===== src/rtl/mcpu5_host_pkg.sv =====
// Shared opcodes and host FSM state encoding for the MCPU5 host driver.
// The opcode prefixes document the CPU instruction map the driver serves.
package mcpu5_host_pkg;

  localparam logic [5:0] OP_OUT = 6'b111011;
  localparam logic [5:0] OP_NOP = 6'b111111;
  localparam logic [1:0] OP_LDI = 2'b01;
  localparam logic [2:0] OP_STA = 3'b101;
  localparam logic [2:0] OP_ADD = 3'b100;
  localparam logic [1:0] OP_BCC = 2'b00;

  typedef enum logic [2:0] {
    ST_IDLE   = 3'd0,
    ST_RESET  = 3'd1,
    ST_RUN_LO = 3'd2,
    ST_RUN_HI = 3'd3,
    ST_PAUSE  = 3'd4
  } host_state_t;

  function automatic logic is_out(input logic [5:0] inst);
    return inst == OP_OUT;
  endfunction

endpackage


===== src/rtl/mcpu5_prog_mem.sv =====
// Program store: DEPTH x 6-bit register array, synchronous write, asynchronous read.
// Contents survive host reset so a program can be reloaded or reused after rst_n.
module mcpu5_prog_mem #(
  parameter int DEPTH = 32,
  localparam int AW = $clog2(DEPTH)
) (
  input  logic          clk_i,
  input  logic          we_i,
  input  logic [AW-1:0] waddr_i,
  input  logic [5:0]    wdata_i,
  input  logic [AW-1:0] raddr_i,
  output logic [5:0]    rdata_o
);

  logic [5:0] mem_q [DEPTH];

  always_ff @(posedge clk_i) begin
    if (we_i) begin
      mem_q[waddr_i] <= wdata_i;
    end
  end

  assign rdata_o = mem_q[raddr_i];

endmodule


===== src/rtl/mcpu5_host_driver.sv =====
// Host-side MCPU5 driver: clocks and resets the CPU, serves instructions by PC,
// and captures the accumulator on OUT into a one-entry valid/ready buffer.
module mcpu5_host_driver
  import mcpu5_host_pkg::*;
#(
  parameter int DEPTH      = 32,
  parameter int HALF       = 2,
  parameter int RST_CYCLES = 2,
  localparam int AW = $clog2(DEPTH)
) (
  input  logic          clk,
  input  logic          rst_n,
  input  logic          start,
  input  logic          run,
  input  logic          prog_we,
  input  logic [AW-1:0] prog_addr,
  input  logic [5:0]    prog_data,
  output logic          cpu_clk,
  output logic          cpu_rst,
  output logic [5:0]    cpu_inst,
  input  logic [7:0]    cpu_bus,
  output logic [7:0]    pc_mon,
  output logic [7:0]    out_data,
  output logic          out_valid,
  input  logic          out_ready,
  output logic          overflow
);

  localparam int PW = (HALF > 1) ? $clog2(HALF) : 1;
  localparam int RW = (2 * RST_CYCLES > 1) ? $clog2(2 * RST_CYCLES) : 1;
  localparam logic [PW-1:0] PH_LAST = PW'(HALF - 1);
  localparam logic [RW-1:0] RH_LAST = RW'(2 * RST_CYCLES - 1);

  host_state_t   state_q, state_d;
  logic [PW-1:0] phase_q, phase_d;
  logic [RW-1:0] hcnt_q, hcnt_d;
  logic          cpu_clk_q, cpu_clk_d;
  logic          cpu_rst_q, cpu_rst_d;
  logic [5:0]    cpu_inst_q, cpu_inst_d;
  logic [7:0]    pc_mon_q, pc_mon_d;
  logic [7:0]    out_data_q, out_data_d;
  logic          out_valid_q, out_valid_d;
  logic          overflow_q, overflow_d;

  logic          phase_last;
  logic [PW-1:0] phase_inc;
  logic          capture;
  logic          mem_we;
  logic [AW-1:0] mem_raddr;
  logic [5:0]    mem_rdata;

  // Program loads are only safe while the CPU clock is stopped.
  assign mem_we    = prog_we && (state_q == ST_IDLE || state_q == ST_PAUSE);
  assign mem_raddr = (state_q == ST_RUN_HI) ? cpu_bus[AW-1:0] : '0;

  mcpu5_prog_mem #(
    .DEPTH(DEPTH)
  ) u_prog_mem (
    .clk_i   (clk),
    .we_i    (mem_we),
    .waddr_i (prog_addr),
    .wdata_i (prog_data),
    .raddr_i (mem_raddr),
    .rdata_o (mem_rdata)
  );

  assign phase_last = (phase_q == PH_LAST);
  assign phase_inc  = phase_last ? '0 : phase_q + 1'b1;

  always_comb begin
    state_d    = state_q;
    phase_d    = phase_q;
    hcnt_d     = hcnt_q;
    cpu_clk_d  = cpu_clk_q;
    cpu_rst_d  = cpu_rst_q;
    cpu_inst_d = cpu_inst_q;
    pc_mon_d   = pc_mon_q;
    capture    = 1'b0;

    case (state_q)
      ST_IDLE: begin
        cpu_clk_d  = 1'b0;
        cpu_rst_d  = 1'b1;
        cpu_inst_d = '0;
      end
      ST_RESET: begin
        phase_d = phase_inc;
        if (phase_last) begin
          cpu_clk_d = ~cpu_clk_q;
          hcnt_d    = hcnt_q + 1'b1;
          if (hcnt_q == RH_LAST) begin
            state_d    = ST_RUN_LO;
            hcnt_d     = '0;
            cpu_clk_d  = 1'b0;
            cpu_rst_d  = 1'b0;
            cpu_inst_d = mem_rdata;
          end
        end
      end
      ST_RUN_LO: begin
        phase_d = phase_inc;
        if (phase_last) begin
          if (run) begin
            state_d   = ST_RUN_HI;
            cpu_clk_d = 1'b1;
            // Capture only when the rising edge will actually execute OUT,
            // so a pause/resume on an OUT does not emit it twice.
            capture   = is_out(cpu_inst_q);
          end else begin
            state_d = ST_PAUSE;
          end
        end
      end
      ST_RUN_HI: begin
        phase_d = phase_inc;
        if (phase_last) begin
          state_d    = ST_RUN_LO;
          cpu_clk_d  = 1'b0;
          pc_mon_d   = cpu_bus;
          cpu_inst_d = mem_rdata;
        end
      end
      ST_PAUSE: begin
        if (run) begin
          state_d = ST_RUN_LO;
          phase_d = '0;
        end
      end
      default: begin
        state_d = ST_IDLE;
      end
    endcase

    if (start) begin
      state_d    = ST_RESET;
      phase_d    = '0;
      hcnt_d     = '0;
      cpu_clk_d  = 1'b0;
      cpu_rst_d  = 1'b1;
      cpu_inst_d = '0;
      capture    = 1'b0;
    end
  end

  always_comb begin
    out_data_d  = out_data_q;
    out_valid_d = out_valid_q;
    overflow_d  = overflow_q;
    if (capture) begin
      if (!out_valid_q || out_ready) begin
        out_data_d  = cpu_bus;
        out_valid_d = 1'b1;
      end else begin
        overflow_d = 1'b1;
      end
    end else if (out_ready && out_valid_q) begin
      out_valid_d = 1'b0;
    end
    if (start) begin
      out_valid_d = 1'b0;
      overflow_d  = 1'b0;
    end
  end

  always_ff @(posedge clk or negedge rst_n) begin
    if (!rst_n) begin
      state_q     <= ST_IDLE;
      phase_q     <= '0;
      hcnt_q      <= '0;
      cpu_clk_q   <= 1'b0;
      cpu_rst_q   <= 1'b1;
      cpu_inst_q  <= '0;
      pc_mon_q    <= '0;
      out_data_q  <= '0;
      out_valid_q <= 1'b0;
      overflow_q  <= 1'b0;
    end else begin
      state_q     <= state_d;
      phase_q     <= phase_d;
      hcnt_q      <= hcnt_d;
      cpu_clk_q   <= cpu_clk_d;
      cpu_rst_q   <= cpu_rst_d;
      cpu_inst_q  <= cpu_inst_d;
      pc_mon_q    <= pc_mon_d;
      out_data_q  <= out_data_d;
      out_valid_q <= out_valid_d;
      overflow_q  <= overflow_d;
    end
  end

  assign cpu_clk   = cpu_clk_q;
  assign cpu_rst   = cpu_rst_q;
  assign cpu_inst  = cpu_inst_q;
  assign pc_mon    = pc_mon_q;
  assign out_data  = out_data_q;
  assign out_valid = out_valid_q;
  assign overflow  = overflow_q;

endmodule


===== config.mk =====
export PLATFORM = sky130hd
export DESIGN_NAME = mcpu5_host_driver
export DESIGN_NICKNAME = d
export VERILOG_FILES = /design/src/rtl/mcpu5_host_pkg.sv /design/src/rtl/mcpu5_prog_mem.sv /design/src/rtl/mcpu5_host_driver.sv
export SDC_FILE = /design/constraint.sdc
export NUM_CORES = 1
export LEC_CHECK = 0
export CORE_AREA = 10 10 175 177
export DETAILED_ROUTE_END_ITERATION = 7
export DIE_AREA = 0 0 185 187
export PLACE_DENSITY = 0.63
export SLEW_MARGIN = 10
export SYNTH_ARGS = -nofsm -noshare
export SYNTH_HDL_FRONTEND = slang
export SYNTH_SLANG_ARGS = --single-unit

===== constraint.sdc =====
create_clock -name clk -period 2.95 [get_ports clk]
set_input_delay 0.59 -clock clk [delete_from_list [all_inputs] [get_ports clk]]
set_output_delay 0.59 -clock clk [all_outputs]
set_load 0.005 [all_outputs]

==> results of run 1 <==
[metrics by stage]
step	util	setup WS, ps	total power, W	hold WS (ps)
floorplan	-	854	0.00427	294
global placement	0.389	277	0.00478	464
detailed placement	0.389	236	0.00480	480
CTS	0.417	674	0.00773	488
global route	0.417	546	0.00797	525
finish	0.417	656	0.00767	478
[sequential cells by signal (all words and copies together) (netlist names)]
register	count
out_data	8
phase_last	1
cpu_inst	6
cpu_clk	1
hcnt_q	2
cpu_rst	1
state_q	3
out_valid	1
u_prog_mem.mem_q	192
pc_mon	8
overflow	1
[critical path: stages (launching register included)]
cell and delay [ps]:
dfrtp_1 530, and3b_1 610, buf_4 320, o21ai_0 130, a221oi_1 380, o22ai_1 170
nand3_1 90
[placed cells by master, fill, tap and decap left out, drive strengths merged, types with 8 or more instances in the layout]
| cell type | instances |
|---|---|
| clkdlybuf4s50 | 48 |
| dfrtp | 31 |
| o22ai | 19 |
| o211ai | 8 |
| o21ai | 30 |
| inv | 17 |
| nand2b | 15 |
| edfxtp | 192 |
| nor2 | 60 |
| mux4 | 20 |
| a21oi | 14 |
| buf | 64 |
| o32ai | 10 |
| nand2 | 32 |
| clkbuf | 28 |
| mux2 | 36 |
| mux2i | 15 |
[Yosys cell counts (all sizes together), types with 8 or more instances]
master  instances
nor2           60
mux4           20
o21ai          30
buf            14
a21oi          14
nand2b         15
mux2i          15
nand2          32
o32ai          10
o211ai          8
clkbuf         21
dfrtp          31
mux2           36
edfxtp        192
inv            16
o22ai          19
[power groups by stage]
stage	clock network (W)	registers [W]	logic [W]
2_1_floorplan	0	0.00370	0.000567
3_3_place_gp	0	0.00371	0.00106
6_report	0.00293	0.00366	0.00108
5_1_grt	0.00312	0.00367	0.00118
4_1_cts	0.00299	0.00365	0.00108
3_5_place_dp	0	0.00372	0.00108
[per-layer routing]
layer / part of all wire / vias up / routed length (um)
li1: - / 2602 / -
met1: 0.45 / 2798 / 10100
met2: 0.46 / 182 / 10200
met3: 0.071 / 33 / 1590
met4: 0.020 / 0 / 449
met5: 0 / - / 0
[how the worst max path moves through the flow]
stage / slack, ps / start / endpoint
4_1_cts: 670 / state_q[2] / out_data[6]
3_3_place_gp: 280 / run / out_data[6]
5_1_grt: 550 / state_q[2] / cpu_inst[4]
6_report: 660 / state_q[2] / cpu_inst[4]
2_1_floorplan: 850 / run / out_data[4]
3_5_place_dp: 240 / run / out_data[6]
[final cells by class]
type	instances	share of cell area
sequential	224	0.577
tap	346	0.0380
timing repair buffer	112	0.0875
clock inverter	13	0.0142
multi-input combinational	342	0.226
inverter	16	0.00528
clock buffer	28	0.0522
[cells by family after synthesis]
family / count (synthesis) / share of synthesized area
AOI/OAI and AO/OA: 118 / 0.0834
xor gates and xnor gates: 1 / 0.000937
adders and majority gates: 1 / 0.00134
buffers and inverters: 51 / 0.0225
DFF: 224 / 0.703
muxes: 71 / 0.108
and+or+nand+nor: 151 / 0.0816
==> out/metrics.csv, run 1 <==
stage,metric,value,unit
yosys,leading area contributor after synthesis,edfxtp_1,
pwr,Int Pwr,0.00576,W
pwr,sw frac,0.249,
place,gpl congestion,0.840,
critical_path,FF-to-FF Start,state_q[2],
pwr,Clk network pwr share,0.382,
clock_network,total CTS buffers,23,
yosys,synthesis-stage register bit count,224,
clock_network,H-tree levels,1,
sta,period utilization,0.778,
yosys,Synth area leaders,"edfxtp_1 (62%), dfrtp_1 (8.3%), mux4_2 (4.8%), mux2_2 (4.3%), nor2_1 (2.4%)",
clock_network,CTS tree,done,
critical_path,R2R Setup Slk,660,ps
place,DP Area,10600,um2
route,DRT antenna net count,0,
route,Post-route DRC,0,
grt,busiest grt layer,met2,
clock_network,clock insertion delay at the later pin of the skew report,520,ps
yosys,Mean Syn Cell Area,15.2,um2
critical_path,worst path required time,3410,ps
route,DRT Wirelength,22300,um
critical_path,Worst setup EP type,flop,
yosys,Netlist cell types,51,
yosys,ys async rst share,0.143,
sta,setup_tns,0,ps
grt,met1 Usage GRT,0.179,
cells_and_area,ant diodes,0,
clock_network,CTS Hold Bufs,0,
clock_network,TritonCTS Sinks,224,
flow_run,number of max-cap violations,0,
clock_network,Post-CTS Resized,0,
critical_path,CP Data Arrival Time,2750,ps
yosys,Netlist Area Pre-Place,9350,um2
clock_network,Root Driver,clkbuf_16,
grt,vias in the first global route,5770,
yosys,share of the synthesized area in the top cell type,0.617,
grt,antenna violations before repair,0,
critical_path,worst-path fanout max,15,
route,vias post-DR,5615,
grt,gr ovfl total,0,
sta,hold violation total from the final report,0,
cells_and_area,fillers,2496,
cells_and_area,Layout area overhead,21.8,%
critical_path,type of the worst setup path,reg -> reg,
critical_path,startpoint types,flop,
run_status,status,"complete, no violations",
pwr,Power Density,674,nW/um2
yosys,dominant synthesized flop cell,edfxtp_1,
clock_network,"Reg clk slew, reported paths",60,ps
place,post-placement cell count,1040,
yosys,Cells after Synth,617,
yosys,"EDFF count, synth",192,
route,Initial DRC Count,547,
floorplanning,initial core utilization,0.342,
place,hpwl dp,14600,um
place,Port Buffer Count,50,
floorplanning,row cnt,61,
clock_network,post-CTS setup buffers,0,
cells_and_area,FF+latch area,6570,um2
cells_and_area,share of cells above drive strength 1,0.222,
pwr,Psw,0.00191,W
sta,f_max,436,MHz
yosys,post-synth net total,643,
sta,setup violators final,0,
grt,first-pass GRT wire length,34600,um
grt,M2 GR Usage,0.194,
pwr,Reg power frac,0.477,
sta,Slew Limit Fails,0,
floorplanning,die height,187,um
cells_and_area,final cell count without fillers,1081,
route,DR pass1 iterations,5,
yosys,post-synthesis sequential area ratio,0.703,
route,drt wl/cell,20.7,um
grt,total track usage,0.127,
floorplanning,die area,34600,um2
clock_network,CTS max path bufs,3,
critical_path,Reg-to-Reg End,cpu_inst[4],
pwr,Combinational Power Share,0.141,
cells_and_area,Final Instance Area,11400,um2
sta,clock skew,4.75,ps
sta,RSZ-0062 raised after global routing,no,
sta,Slew @ Worst Pin,697,ps
grt,largest net degree at the start of global routing,35,
route,average vias per placed instance,5.19,
floorplanning,Die X-Extent,185,um
sta,post-layout min period,2290,ps
pwr,Worst VDD drop,372,uV
hold_path,HP Class,in -> async,
critical_path,Reg2Reg Depth,6,
cells_and_area,footprint of the multi-input gates,2570,um2
cells_and_area,fin nets,745,
floorplanning,I/O Pins,51,
floorplanning,CORE AREA,27300,um2
grt,met3 Use GR,0.0280,
sta,Rel. slew slack,0.533,
yosys,Yosys warning count,0,
pwr,leak pwr,3.89,nW
No activity file was read; power rests on OpenSTA's default activity.
==> run 2, diff against run 1 <==
--- a/config.mk
+++ b/config.mk
@@ -8,7 +8,7 @@
 export CORE_AREA = 10 10 175 177
 export DETAILED_ROUTE_END_ITERATION = 7
 export DIE_AREA = 0 0 185 187
-export PLACE_DENSITY = 0.63
+export PLACE_DENSITY = 0.65
 export SLEW_MARGIN = 10
 export SYNTH_ARGS = -nofsm -noshare
 export SYNTH_HDL_FRONTEND = slang
==> constraint.sdc (replaced) <==
create_clock -name clk -period 1.88 [get_ports clk]
set_input_delay 0.376 -clock clk [delete_from_list [all_inputs] [get_ports clk]]
set_output_delay 0.376 -clock clk [all_outputs]
set_load 0.005 [all_outputs]
==> run 2 against run 1 <==
- the run now ends with negative setup slack left
- routed wire length grew 4.6%
- design area is 8.2% higher
- first-iteration DRC count fell by 1.6%
- sequential share of layout area is 4.4 points lower
- maximum frequency increased by 16%
- worst hold slack got worse by 200 ps
- combinational power up 130%
- clock-buffer cell count unchanged
- global-route usage increased by 0.21 points
- worst setup slack got worse by 760 ps
- highest routed layer is now met5
==> out/metrics.csv, run 2 (synthesis results as in run 1) <==
stage,metric,value,unit,change
pwr,Reg power frac,0.456,,-0.021
grt,total track usage,0.129,,+0.00205
place,gpl congestion,0.866,,+3.1%
sta,RSZ-0062 raised after global routing,yes,,
sta,clock skew,9.03,ps,+4.28 ps
cells_and_area,Reg with most FFs,u_prog_mem.mem_q,,
cells_and_area,fillers,2342,,-6.2%
pwr,Int Pwr,0.00932,W,+62%
pwr,leak pwr,4.39,nW,+13%
critical_path,worst-path fanout max,8,,-7
route,drt wl/cell,20.2,um,-2.0%
cells_and_area,Layout area overhead,31.7,%,
cells_and_area,fin nets,817,,+9.7%
cells_and_area,share of cells above drive strength 1,0.343,,+0.121
sta,period utilization,1.05,,+0.276
sta,setup violators final,14,,+14
critical_path,WP buf/inv,1,,unchanged
pwr,Clk network pwr share,0.347,,-0.035
grt,first-pass GRT wire length,34900,um,+0.78%
pwr,sw frac,0.254,,+0.00537
pwr,Power Density,1020,nW/um2,+51%
clock_network,total CTS buffers,23,,unchanged
clock_network,CTS tree,done,,
route,Post-route DRC,0,,unchanged
critical_path,CP Data Arrival Time,2380,ps,-370 ps
floorplanning,Die X-Extent,185,um,unchanged
sta,Rel. slew slack,0.702,,+0.169
clock_network,Root Driver,clkbuf_16,,
cells_and_area,"Core Util, Final",0.451,,+0.0340
route,DRT Wirelength,23400,um,+4.6%
critical_path,startpoint types,flop,,
cells_and_area,"commonest cells after routing, fill and taps aside","edfxtp_1 (192), buf_4 (116), nor2_1 (54)",,
critical_path,CP Cell Sequence,and4bb_2 -> nand2_2 -> or4_4 -> nor2b_4 -> buf_8 -> mux2_4,,
floorplanning,initial core utilization,0.342,,unchanged
critical_path,critical path's top delay family,simple AND/OR/NAND/NOR gates,,
place,hpwl dp,15200,um,+4.2%
floorplanning,row cnt,61,,unchanged
route,Initial DRC Count,538,,-1.6%
floorplanning,I/O Pins,51,,unchanged
grt,largest net degree at the start of global routing,33,,-5.7%
grt,gr ovfl total,0,,unchanged
cells_and_area,ant diodes,0,,unchanged
cells_and_area,Largest register FFs,192,,unchanged
clock_network,CTS max path bufs,3,,unchanged
sta,Slew Limit Fails,0,,unchanged
critical_path,Crit-path slowest cell,or4_4,,
clock_network,TritonCTS Sinks,224,,unchanged
route,vias post-DR,6014,,+7.1%
floorplanning,die height,187,um,unchanged
route,average vias per placed instance,5.21,,+0.33%
sta,post-layout min period,1980,ps,-313 ps
pwr,Combinational Power Share,0.197,,+0.056
hold_path,HP Class,in -> async,,
sta,"Worst Setup Slack, final",-101,ps,-757 ps
critical_path,Worst setup EP type,flop,,
floorplanning,CORE AREA,27300,um2,unchanged
clock_network,"Reg clk slew, reported paths",60,ps,about the same
sta,hold violation total from the final report,0,,unchanged
flow_run,number of max-cap violations,0,,unchanged
clock_network,H-tree levels,1,,unchanged
floorplanning,die area,34600,um2,unchanged
route,DR pass1 iterations,5,,unchanged
run_status,status,finished with violations,,
sta,hold_ws,279,ps,-198 ps
critical_path,worst path required time,2280,ps,-1130 ps
sta,f_max,505,MHz,+16%
grt,vias in the first global route,5992,,+3.8%
critical_path,type of the worst setup path,reg -> reg,,
sta,Slew @ Worst Pin,445,ps,-251 ps
sta,setup_tns,-915,ps,-915 ps
route,DRT antenna net count,0,,unchanged
pwr,Worst VDD drop,582,uV,+57%
clock_network,CTS Hold Bufs,0,,unchanged
run_status,failing checks,negative setup slack,,
cells_and_area,"most common cell after layout, fill and taps aside",edfxtp_1,,
grt,antenna violations before repair,1,,+1
critical_path,crit-path max cell delay,500,ps,-110 ps
clock_network,clock insertion delay at the later pin of the skew report,520,ps,about the same
place,Port Buffer Count,50,,unchanged
pwr,Psw,0.00318,W,+67%
run 2: cell types whose count changed in the layout (fill, tap and decap cells not counted), moves of 6 or more:
cell	change
nor2_1	-6
mux2_2	-8
buf_4	+56
buf_6	+9
o21ai_0	-7
mux2_4	+8
run 2: what timing repair did:
item,CTS,global route
buffers inserted,10,5
gates cloned,1,1
pin swaps,14,20
endpoints found under the setup margin,143,66
gates resized for setup,41,57
run 2: path summary, 6_finish.rpt:
check                              end  cells after the start  slack (ps)       start
min                        out_data[6]                      2         280       rst_n
max                        out_data[6]                      6        -100  state_q[0]
min in group clk             pc_mon[3]                      2         480   pc_mon[3]
min reg2reg                  pc_mon[3]                      2         480   pc_mon[3]
max in group asynchronous      cpu_rst                      2        1250       rst_n
max reg2reg                out_data[6]                      6        -100  state_q[0]
run 2: metal layers:
| metal | global-route usage | part of all wire | vias to the layer above |
|---|---|---|---|
| met5 | 0 | 0.00073 | - |
| met4 | 0.0407 | 0.031 | 2 |
| met3 | 0.0319 | 0.077 | 51 |
| met2 | 0.205 | 0.47 | 214 |
| met1 | 0.171 | 0.42 | 2988 |
| li1 | - | - | 2759 |
run 2: area by class of cell:
| class | instances | area [um2] | area share |
|---|---|---|---|
| Sequential cell | 224 | 6570 | 0.533 |
| Inverter | 16 | 60.1 | 0.00488 |
| Timing Repair Buffer | 184 | 1630 | 0.133 |
| Clock inverter | 14 | 121 | 0.00986 |
| Clock buffer | 28 | 594 | 0.0483 |
| Tap cell | 346 | 433 | 0.0352 |
| Multi-Input combinational cell | 342 | 2900 | 0.236 |
run 2: power by group through the flow:
stage	clock network (W)	logic, W	registers (W)
floorplan	0	0.000892	0.00581
global placement	0	0.00196	0.00579
detailed placement	0	0.00199	0.00580
CTS	0.00441	0.00215	0.00570
global route	0.00461	0.00263	0.00572
finish	0.00434	0.00246	0.00570
run 2: worst reg2reg max path, stage by stage, from the launching register on:
cell and delay, ps:
dfrtp_1 390, and4bb_2 320, nand2_2 60, or4_4 500
nor2b_4 140, buf_8 150, mux2_4 310
run 2: stage by stage:
step / area, um2 / power, W / worst slack (ps) / std cells
6_report: 12300 / 0.0125 / -101 / 1154
5_1_grt: 12300 / 0.0130 / -163 / 1154
4_1_cts: 12100 / 0.0123 / -84.1 / 1149
3_5_place_dp: 11100 / 0.00779 / -551 / 1096
3_3_place_gp: 11100 / 0.00775 / -551 / 1096
2_1_floorplan: 9360 / 0.00670 / -90.2 / 617
